### config.mk
export PLATFORM = sky130hd
export DESIGN_NAME = btn_gesture
export DESIGN_NICKNAME = d
export VERILOG_FILES = /design/src/rtl/btn_gesture_pkg.sv /design/src/rtl/btn_gesture_timer.sv /design/src/rtl/btn_gesture.sv
export SDC_FILE = /design/constraint.sdc
export NUM_CORES = 1
export LEC_CHECK = 0
export CAP_MARGIN = 20
export CORE_MARGIN = 5
export CORE_UTILIZATION = 41
export CTS_CLUSTER_DIAMETER = 200
export DETAILED_ROUTE_END_ITERATION = 8
export SLEW_MARGIN = 10
export SYNTH_ARGS = -nofsm -noshare
export SYNTH_HDL_FRONTEND = slang
export SYNTH_HIERARCHICAL = 1
export SYNTH_SLANG_ARGS = --single-unit
### constraint.sdc
create_clock -name clk -period 3.9 [get_ports clk]
set_input_delay 0.78 -clock clk [delete_from_list [all_inputs] [get_ports clk]]
set_output_delay 0.78 -clock clk [all_outputs]
set_load 0.01 [all_outputs]
### src/rtl/btn_gesture_pkg.sv
// btn_gesture_pkg: shared gesture FSM state encoding, default clock rate and sizing helper.
package btn_gesture_pkg;

    typedef enum logic [2:0] {
        IDLE   = 3'd0,
        PRESS1 = 3'd1,
        GAP    = 3'd2,
        PRESS2 = 3'd3,
        LONG   = 3'd4
    } state_t;

    localparam int DEF_CLK_PER_MS = 100_000;

    function automatic int max3(input int a, input int b, input int c);
        int m;
        m = (a > b) ? a : b;
        return (m > c) ? m : c;
    endfunction

endpackage

### src/rtl/btn_gesture_timer.sv
// gesture_timer: saturating up-counter with clear, load, enable and compare-equal hit.
//   clk, rst      clock, asynchronous active-high reset
//   clr           synchronous clear to zero (highest priority after reset)
//   en            count enable
//   load/load_val synchronous load
//   cmp_val       compare value
//   hit           cnt == cmp_val (combinational)
module gesture_timer #(
    parameter int W = 8
) (
    input  logic         clk,
    input  logic         rst,
    input  logic         clr,
    input  logic         en,
    input  logic         load,
    input  logic [W-1:0] load_val,
    input  logic [W-1:0] cmp_val,
    output logic         hit
);

    logic [W-1:0] cnt;

    always_ff @(posedge clk or posedge rst) begin
        if (rst)
            cnt <= '0;
        else if (clr)
            cnt <= '0;
        else if (load)
            cnt <= load_val;
        else if (en && cnt != '1)
            cnt <= cnt + 1'b1;
    end

    assign hit = cnt == cmp_val;

endmodule

### src/rtl/btn_gesture.sv
// btn_gesture: classifies debounced press/release pulses into click, double-click and long-press events.
//   clk, rst       clock, asynchronous active-high reset
//   btn_posedge    one-cycle debounced press pulse
//   btn_negedge    one-cycle debounced release pulse
//   click_pulse    one-cycle single-click event
//   dbl_pulse      one-cycle double-click event
//   long_pulse     one-cycle long-press event
//   held           high while the long press is held
//   repeat_pulse   one-cycle auto-repeat event while long-held
// Optional feature macro: BTN_AUTOREPEAT_EN enables auto-repeat; otherwise repeat_pulse is 0.
module btn_gesture
    import btn_gesture_pkg::*;
#(
    parameter int CLK_PER_MS = DEF_CLK_PER_MS,
    parameter int LONG_MS    = 800,
    parameter int DBL_MS     = 250,
    parameter int REPEAT_MS  = 100
) (
    input  logic clk,
    input  logic rst,
    input  logic btn_posedge,
    input  logic btn_negedge,
    output logic click_pulse,
    output logic dbl_pulse,
    output logic long_pulse,
    output logic held,
    output logic repeat_pulse
);

    localparam int LONG_CNT = LONG_MS * CLK_PER_MS;
    localparam int DBL_CNT  = DBL_MS * CLK_PER_MS;
    localparam int REP_CNT  = REPEAT_MS * CLK_PER_MS;
    localparam int W        = $clog2(max3(LONG_CNT, DBL_CNT, REP_CNT) + 1);

    state_t state, next;
    logic   hit, click_next, dbl_next, long_next;

    // Events are decided in the cycle the edge or timeout is seen and registered below.
    always_comb begin
        next       = state;
        click_next = 1'b0;
        dbl_next   = 1'b0;
        long_next  = 1'b0;
        case (state)
            IDLE:   if (btn_posedge) next = PRESS1;
            PRESS1: begin
                if (btn_negedge) next = GAP;
                else if (hit) begin
                    next      = LONG;
                    long_next = 1'b1;
                end
            end
            GAP: begin
                if (btn_posedge) next = PRESS2;
                else if (hit) begin
                    next       = IDLE;
                    click_next = 1'b1;
                end
            end
            PRESS2: begin
                if (btn_negedge) begin
                    next     = IDLE;
                    dbl_next = 1'b1;
                end
            end
            LONG:   if (btn_negedge) next = IDLE;
            default: next = IDLE;
        endcase
    end

    // The counter restarts on every state change, so it measures time spent in the current state.
    gesture_timer #(.W(W)) u_gesture (
        .clk      (clk),
        .rst      (rst),
        .clr      (next != state),
        .en       (state == PRESS1 || state == GAP),
        .load     (1'b0),
        .load_val ('0),
        .cmp_val  (state == GAP ? W'(DBL_CNT - 1) : W'(LONG_CNT - 1)),
        .hit      (hit)
    );

    always_ff @(posedge clk or posedge rst) begin
        if (rst) begin
            state       <= IDLE;
            click_pulse <= 1'b0;
            dbl_pulse   <= 1'b0;
            long_pulse  <= 1'b0;
        end else begin
            state       <= next;
            click_pulse <= click_next;
            dbl_pulse   <= dbl_next;
            long_pulse  <= long_next;
        end
    end

    assign held = state == LONG;

`ifdef BTN_AUTOREPEAT_EN
    logic rep_hit, rep_next;

    // A release in the would-be repeat cycle suppresses that repeat.
    assign rep_next = state == LONG && !btn_negedge && rep_hit;

    gesture_timer #(.W(W)) u_repeat (
        .clk      (clk),
        .rst      (rst),
        .clr      (state != LONG || rep_next),
        .en       (state == LONG),
        .load     (1'b0),
        .load_val ('0),
        .cmp_val  (W'(REP_CNT - 1)),
        .hit      (rep_hit)
    );

    always_ff @(posedge clk or posedge rst) begin
        if (rst)
            repeat_pulse <= 1'b0;
        else
            repeat_pulse <= rep_next;
    end
`else
    assign repeat_pulse = 1'b0;
`endif

endmodule

-- After elaboration in Yosys (flattened, before gate mapping)
Cells that the tools add are included.
- $add $sub $neg: 1
- multipliers: 0
- div/mod/pow operators: 0
- magnitude comparators: 0
- eq/ne operators: 7
- shifts and indexed selects: 0
- muxes and demuxes: 17
- bitwise logic cells: 0
- reduce and logical (&&, ||, !) cells: 5
- operator list (kind ; number):
    $mux W27 ; 3
    $add A27 B1 Y27 const B ; 1
    $eq A27 B27 Y1 ; 1
    $ne A27 B27 Y1 const B ; 1
    $mux W3 ; 6
    $pmux W3 S4 ; 1
    $mux W1 ; 7
    $eq A3 B2 Y1 const B ; 2
    $eq A3 B1 Y1 const B ; 1
    $eq A3 B3 Y1 const B ; 1
    $logic_not A3 Y1 ; 1
    $ne A3 B3 Y1 ; 1
    $reduce_bool A2 Y1 ; 1
    $reduce_or A2 Y1 ; 1
    $logic_and A1 B1 Y1 ; 1
    $logic_or A1 B1 Y1 ; 1
- register bits after elaboration: 33
- bits in latches: 0
- bits in writable memories: 0
- bits in read-only memories: 0
- input port bits: 4
- output and inout port bits: 5
- logic and storage cells: 35
- memories kept: 0

-- Longest topological paths before layout
Gate-level depths: netlist (run 1).
- word-level depth: 8
- mapped depth: 14
- mapped depth without buffers: 12

-- By module
Netlist (run 1), hierarchy kept.
- modules (own cells, without submodules) (module ; instances ; cells an instance ; area each (um2) ; sequential area each (um2)):
    gesture_timer ; 1 ; 260 ; 2212.1 ; 675.6
    btn_gesture ; 1 ; 40 ; 370.4 ; 150.1

-- Worst setup path after synthesis (run 1)
No wires, ideal clock.
- path type: register to register
- start point: register state[2]
- end point: register u_gesture.cnt[3]
- setup time: 136 ps
- data arrival time: 3228 ps
- required time: 3764 ps
- setup slack: 536 ps
- cell stages (with the launch flop): 15
- path buffers: 3
- clock period less this slack: 3364 ps
- path through: dfrtp_1 > buf_6 > nand2b_4 > or2_4 > inv_1 > xor2_1 > nor4_1 > nand4_1 > nor4_1 > a211oi_1 > a21oi_1 > a2bb2oi_1 > clkbuf_1 > clkbuf_1 > nor3_1
- cells in the longest elaborated chain, start to end: 8
- elaborated cells between the ends (all ways): 20
- classes of those cells: eq/ne (6); mux (9); reduce/logical (5)
- ends and longest elaborated chain (item ; line ; text):
    start, declared ; btn_gesture.sv:35 ; state_t state, next;
    start signal, assigned ; btn_gesture.sv:90 ; state <= next;
    $eq A3 B2 Y1 (*) ; btn_gesture.sv:79 ; .cmp_val (state == GAP ? W'(DBL_CNT - 1) : W'(LONG_CNT - 1)),
    $mux W27 (*) ; btn_gesture.sv:79 ;
    $eq A27 B27 Y1 (*) ; btn_gesture_timer.sv:34 ; assign hit = cnt == cmp_val;
    via hit ; btn_gesture.sv:36 ; logic hit, click_next, dbl_next, long_next;
    $mux W3 (on tied branches) ; btn_gesture.sv:55, btn_gesture.sv:48 ;
    $mux W3 (on tied branches) ; btn_gesture.sv:54, btn_gesture.sv:47 ;
    $pmux W3 S4 (*) ; btn_gesture.sv:44 ; case (state)
    $ne A3 B3 Y1 (*) ; btn_gesture.sv:75 ; .clr (next != state),
    $mux W27 / $reduce_bool A2 Y1 (equally long branches) ; -- ;
    end signal, assigned ; btn_gesture_timer.sv:29 ; cnt <= load_val;
    end signal, assigned ; btn_gesture_timer.sv:31 ; cnt <= cnt + 1'b1;
    end, declared ; btn_gesture_timer.sv:21 ; logic [W-1:0] cnt;
Mark *: on every way through the listed nets, which the timed path passes. The rest lies on a longest branch.
A chain may end at the register's enable or synchronous reset.

-- Worst setup path in the final report (run 1)
- start point: register state[2]
- end point: register u_gesture.cnt[24]
Same word-level chain as after synthesis.

==> reports/qor.yml, run 1 <==
hold_path.class: "reg2reg"
clock.fmax_mhz: 292.4
dieArea_mm2: 0.007986
cts_root_buffer: "clkbuf_8"
die_w_um: 89.37
drtPass1Iterations: 4
port_buffers: 7
p_per_area_mw_per_mm2: 393.6
cts_tree: "built"
wl_um: 6357
setup_viol_count_final: 0
clock_latency_ps: 280
syn_area_mm2: 0.002582
fin_tns_setup_ps: 0
ys_ff_latch: 33
fillers: 628
clk_pin_slew_ps: 70
layout.area.seq_um2: 825.8
grtUsageMet3_pct: 3.871
final_antenna_net_count: 0
cp_max_fo: 10
rows: 29
dp.cells: 411
synthTopCellsByCount: "34 x nor2_1, 33 x dfrtp_1, 19 x nand2_1"
netlist_instances: 300
worstPathCellList: "nand2b_4 > or2_4 > inv_1 > xor2_1 > nor4_1 > nand4_1 > nor4_1 > a211oi_1 > a21oi_1 > a2bb2oi_2 > nor4_1 > a311o_1"
vias_per_cell: 5.383
fin_nets: 346
multiInputGateArea_mm2: 0.001765
synth-async-reset-ratio_pct: 100.0
worst_path_largest_cell_delay_ps: 540
ctsResizeCount: 0
leakagePower_nw: 1.150
met1_usage_pct: 23.68
ys_warn_count: 6
total_power_w: 0.001155
grt_usage_pct: 17.53
r2r-start: "state[2]"
synth_top_cell_by_area: "dfrtp_1"
cts.hold.buffers_added: 0
max-vdd-ir-drop_uv: 179.9
yosys-top-cells-area: "dfrtp_1 32%, xnor2_1 5.4%, xor2_1 5.4%"
diodes: 0
area_growth_pct: 13.61
grt_setup_unrepaired: "no"
cts_setup_buffers: 0
drv_cap: 0
cpMostUsedCell: "nor4_1"
num_vias: 2250
cts.sinks: 33
synth_most_common_cell: "nor2_1"
ys_seq_area_share_pct: 31.98
ys.flop_type: "dfrtp_1"
grt_pass1_vias: 2120
crit_type: "reg2reg"
grt_max_degree: 39
status: "completed"
finalCritPeriodShare_pct: 87.68
numCtsBuffers: 5
start_util_pct: 41.38
top_usage_layer: "met2"
synth_top_area_share_pct: 31.98
avgSynthCellArea_um2: 8.608
fin_worst_skew_ps: 7.403
crit_slowest_cell: "nor4_1"
min_period_ps: 3420
arrival_ps: 3590
synth-edff-count: 0
worst-slew-pin-transition_ps: 553.2
cts_buffer_depth: 2
htreeDepth: 2
finalHoldViolations: 0
slew_viol_final: 0
relSlewSlack_pct: 62.17
cp-start-kind: "flop"
io_pins: 9
wl_per_cell_um: 15.21
grt_pass1_wl_um: 10730
critPathCaptureType: "flop"
fin_cells: 418
gp_congestion: 0.8618
remaining_drc_errors: 0
yosysUniqueCellTypes: 56
r2r_slack_ps: 480
core_mm2: 0.006241
drive_above_1_share_pct: 9.384
dpl.hpwl_um: 4613
overflow: 0
die_h_um: 89.37
worstHoldStart: "u_gesture/cnt[26]"
antenna_found_initial: 0
crit_required_ps: 4070
crit_start: "state[2]"
grt_util_met2_pct: 28.20
drt-initial-drc-count: 93
## placed cells by master (no fill, tap or decap), drive strengths merged, types with 3 or more instances in the layout
| master | netlist | final |
|---|---|---|
| and3 | 9 | 9 |
| nand3 | 13 | 13 |
| o21a | 3 | 3 |
| dfrtp | 33 | 33 |
| buf | 10 | 5 |
| clkbuf | 10 | 7 |
| a2111oi | 12 | 12 |
| nor4b | 3 | 3 |
| nand2b | 7 | 7 |
| a311oi | 9 | 9 |
| a21oi | 8 | 8 |
| or4 | 4 | 4 |
| a221oi | 3 | 3 |
| or3 | 5 | 5 |
| nor2 | 35 | 35 |
| nand4 | 11 | 11 |
| o21ai | 4 | 4 |
| inv | 14 | 14 |
| or2 | 3 | 3 |
| clkdlybuf4s50 | 0 | 7 |
| xnor2 | 16 | 16 |
| a211oi | 6 | 6 |
| nor4 | 13 | 13 |
| nand2 | 19 | 19 |
| conb | 2 | 44 |
| nor3 | 9 | 9 |
| o31ai | 4 | 4 |
| xor2 | 16 | 16 |
## worst paths after layout
path                                     endpoint  cells after the start
worst max-delay path            u_gesture/cnt[24]                     12
worst min-delay path            u_gesture/cnt[26]                      1
worst max register to register  u_gesture/cnt[24]                     12
worst min register to register  u_gesture/cnt[26]                      1
max in group asynchronous        u_gesture/cnt[4]                      3
min in group asynchronous                state[1]                      2
## flip-flops by register name (all words and copies together) (netlist names)
register and count:
long_pulse 1, click_pulse 1, u_gesture/cnt 27, dbl_pulse 1, state 3
## logic make-up (layout without fill, tap and decap cells)
logic type      after synthesis  count (layout)  share of synthesized area [%]
other cells                   2              44                         0.2908
buf+inv                      34              33                          6.008
mux                           3               3                          1.260
flops                        33              33                          31.98
xor+xnor                     32              32                          10.85
compound gates               59              59                          19.19
simple gates                136             136                          29.94
fa+ha+maj                     1               1                         0.4844
## layer usage
layer / share of wire (%) / wire length, um
met3: 4.9 / 311
met4: 0.99 / 63
met5: 0 / 0
met1: 48 / 3064
met2: 46 / 2918
## through the flow
stage	cell area (um2)	hold slack [ps]	worst slack, ps	utilization [%]
finish	2934	573.3	480.4	47.01
global route	2934	608.9	124.3	47.01
CTS	2934	574.6	444.7	47.01
detailed placement	2848	558.8	452.0	45.63
global placement	2848	557.7	577.3	45.63
floorplan	2740	505.2	536.2	-
## power breakdown
group          internal, W  leakage, nW  total [W]  switching, W
clock             0.000140       0.0443   0.000268      0.000128
sequential        0.000384        0.435   0.000470     0.0000864
combinational     0.000166        0.671   0.000417      0.000251
## layout make-up
class | instances | share of cell area [%]
Clock buffer | 7 | 2.942
Sequential cell | 33 | 28.15
Multi-Input combinational cell | 275 | 60.17
Tap cell | 77 | 3.284
Timing Repair Buffer | 12 | 3.667
Inverter | 14 | 1.791
## critical path: cells and delay by family, from the launching register on
kind	cells	cell delay, ps
AOI/OAI and AO/OA	4	920
xor gates and xnor gates	1	110
buffers and inverters	1	260
DFF	1	480
and+or+nand+nor	6	1520
No activity file was read; power rests on OpenSTA's default activity.
==> run 2, diff against run 1 <==
--- a/config.mk
+++ b/config.mk
@@ -5,6 +5,7 @@
 export SDC_FILE = /design/constraint.sdc
 export NUM_CORES = 1
 export LEC_CHECK = 0
+export ABC_CLOCK_PERIOD_IN_PS = 3900
 export CAP_MARGIN = 20
 export CORE_MARGIN = 5
 export CORE_UTILIZATION = 41
==> results of run 2 <==
The final DEF is identical to that of run 1; final timing and power are the same.
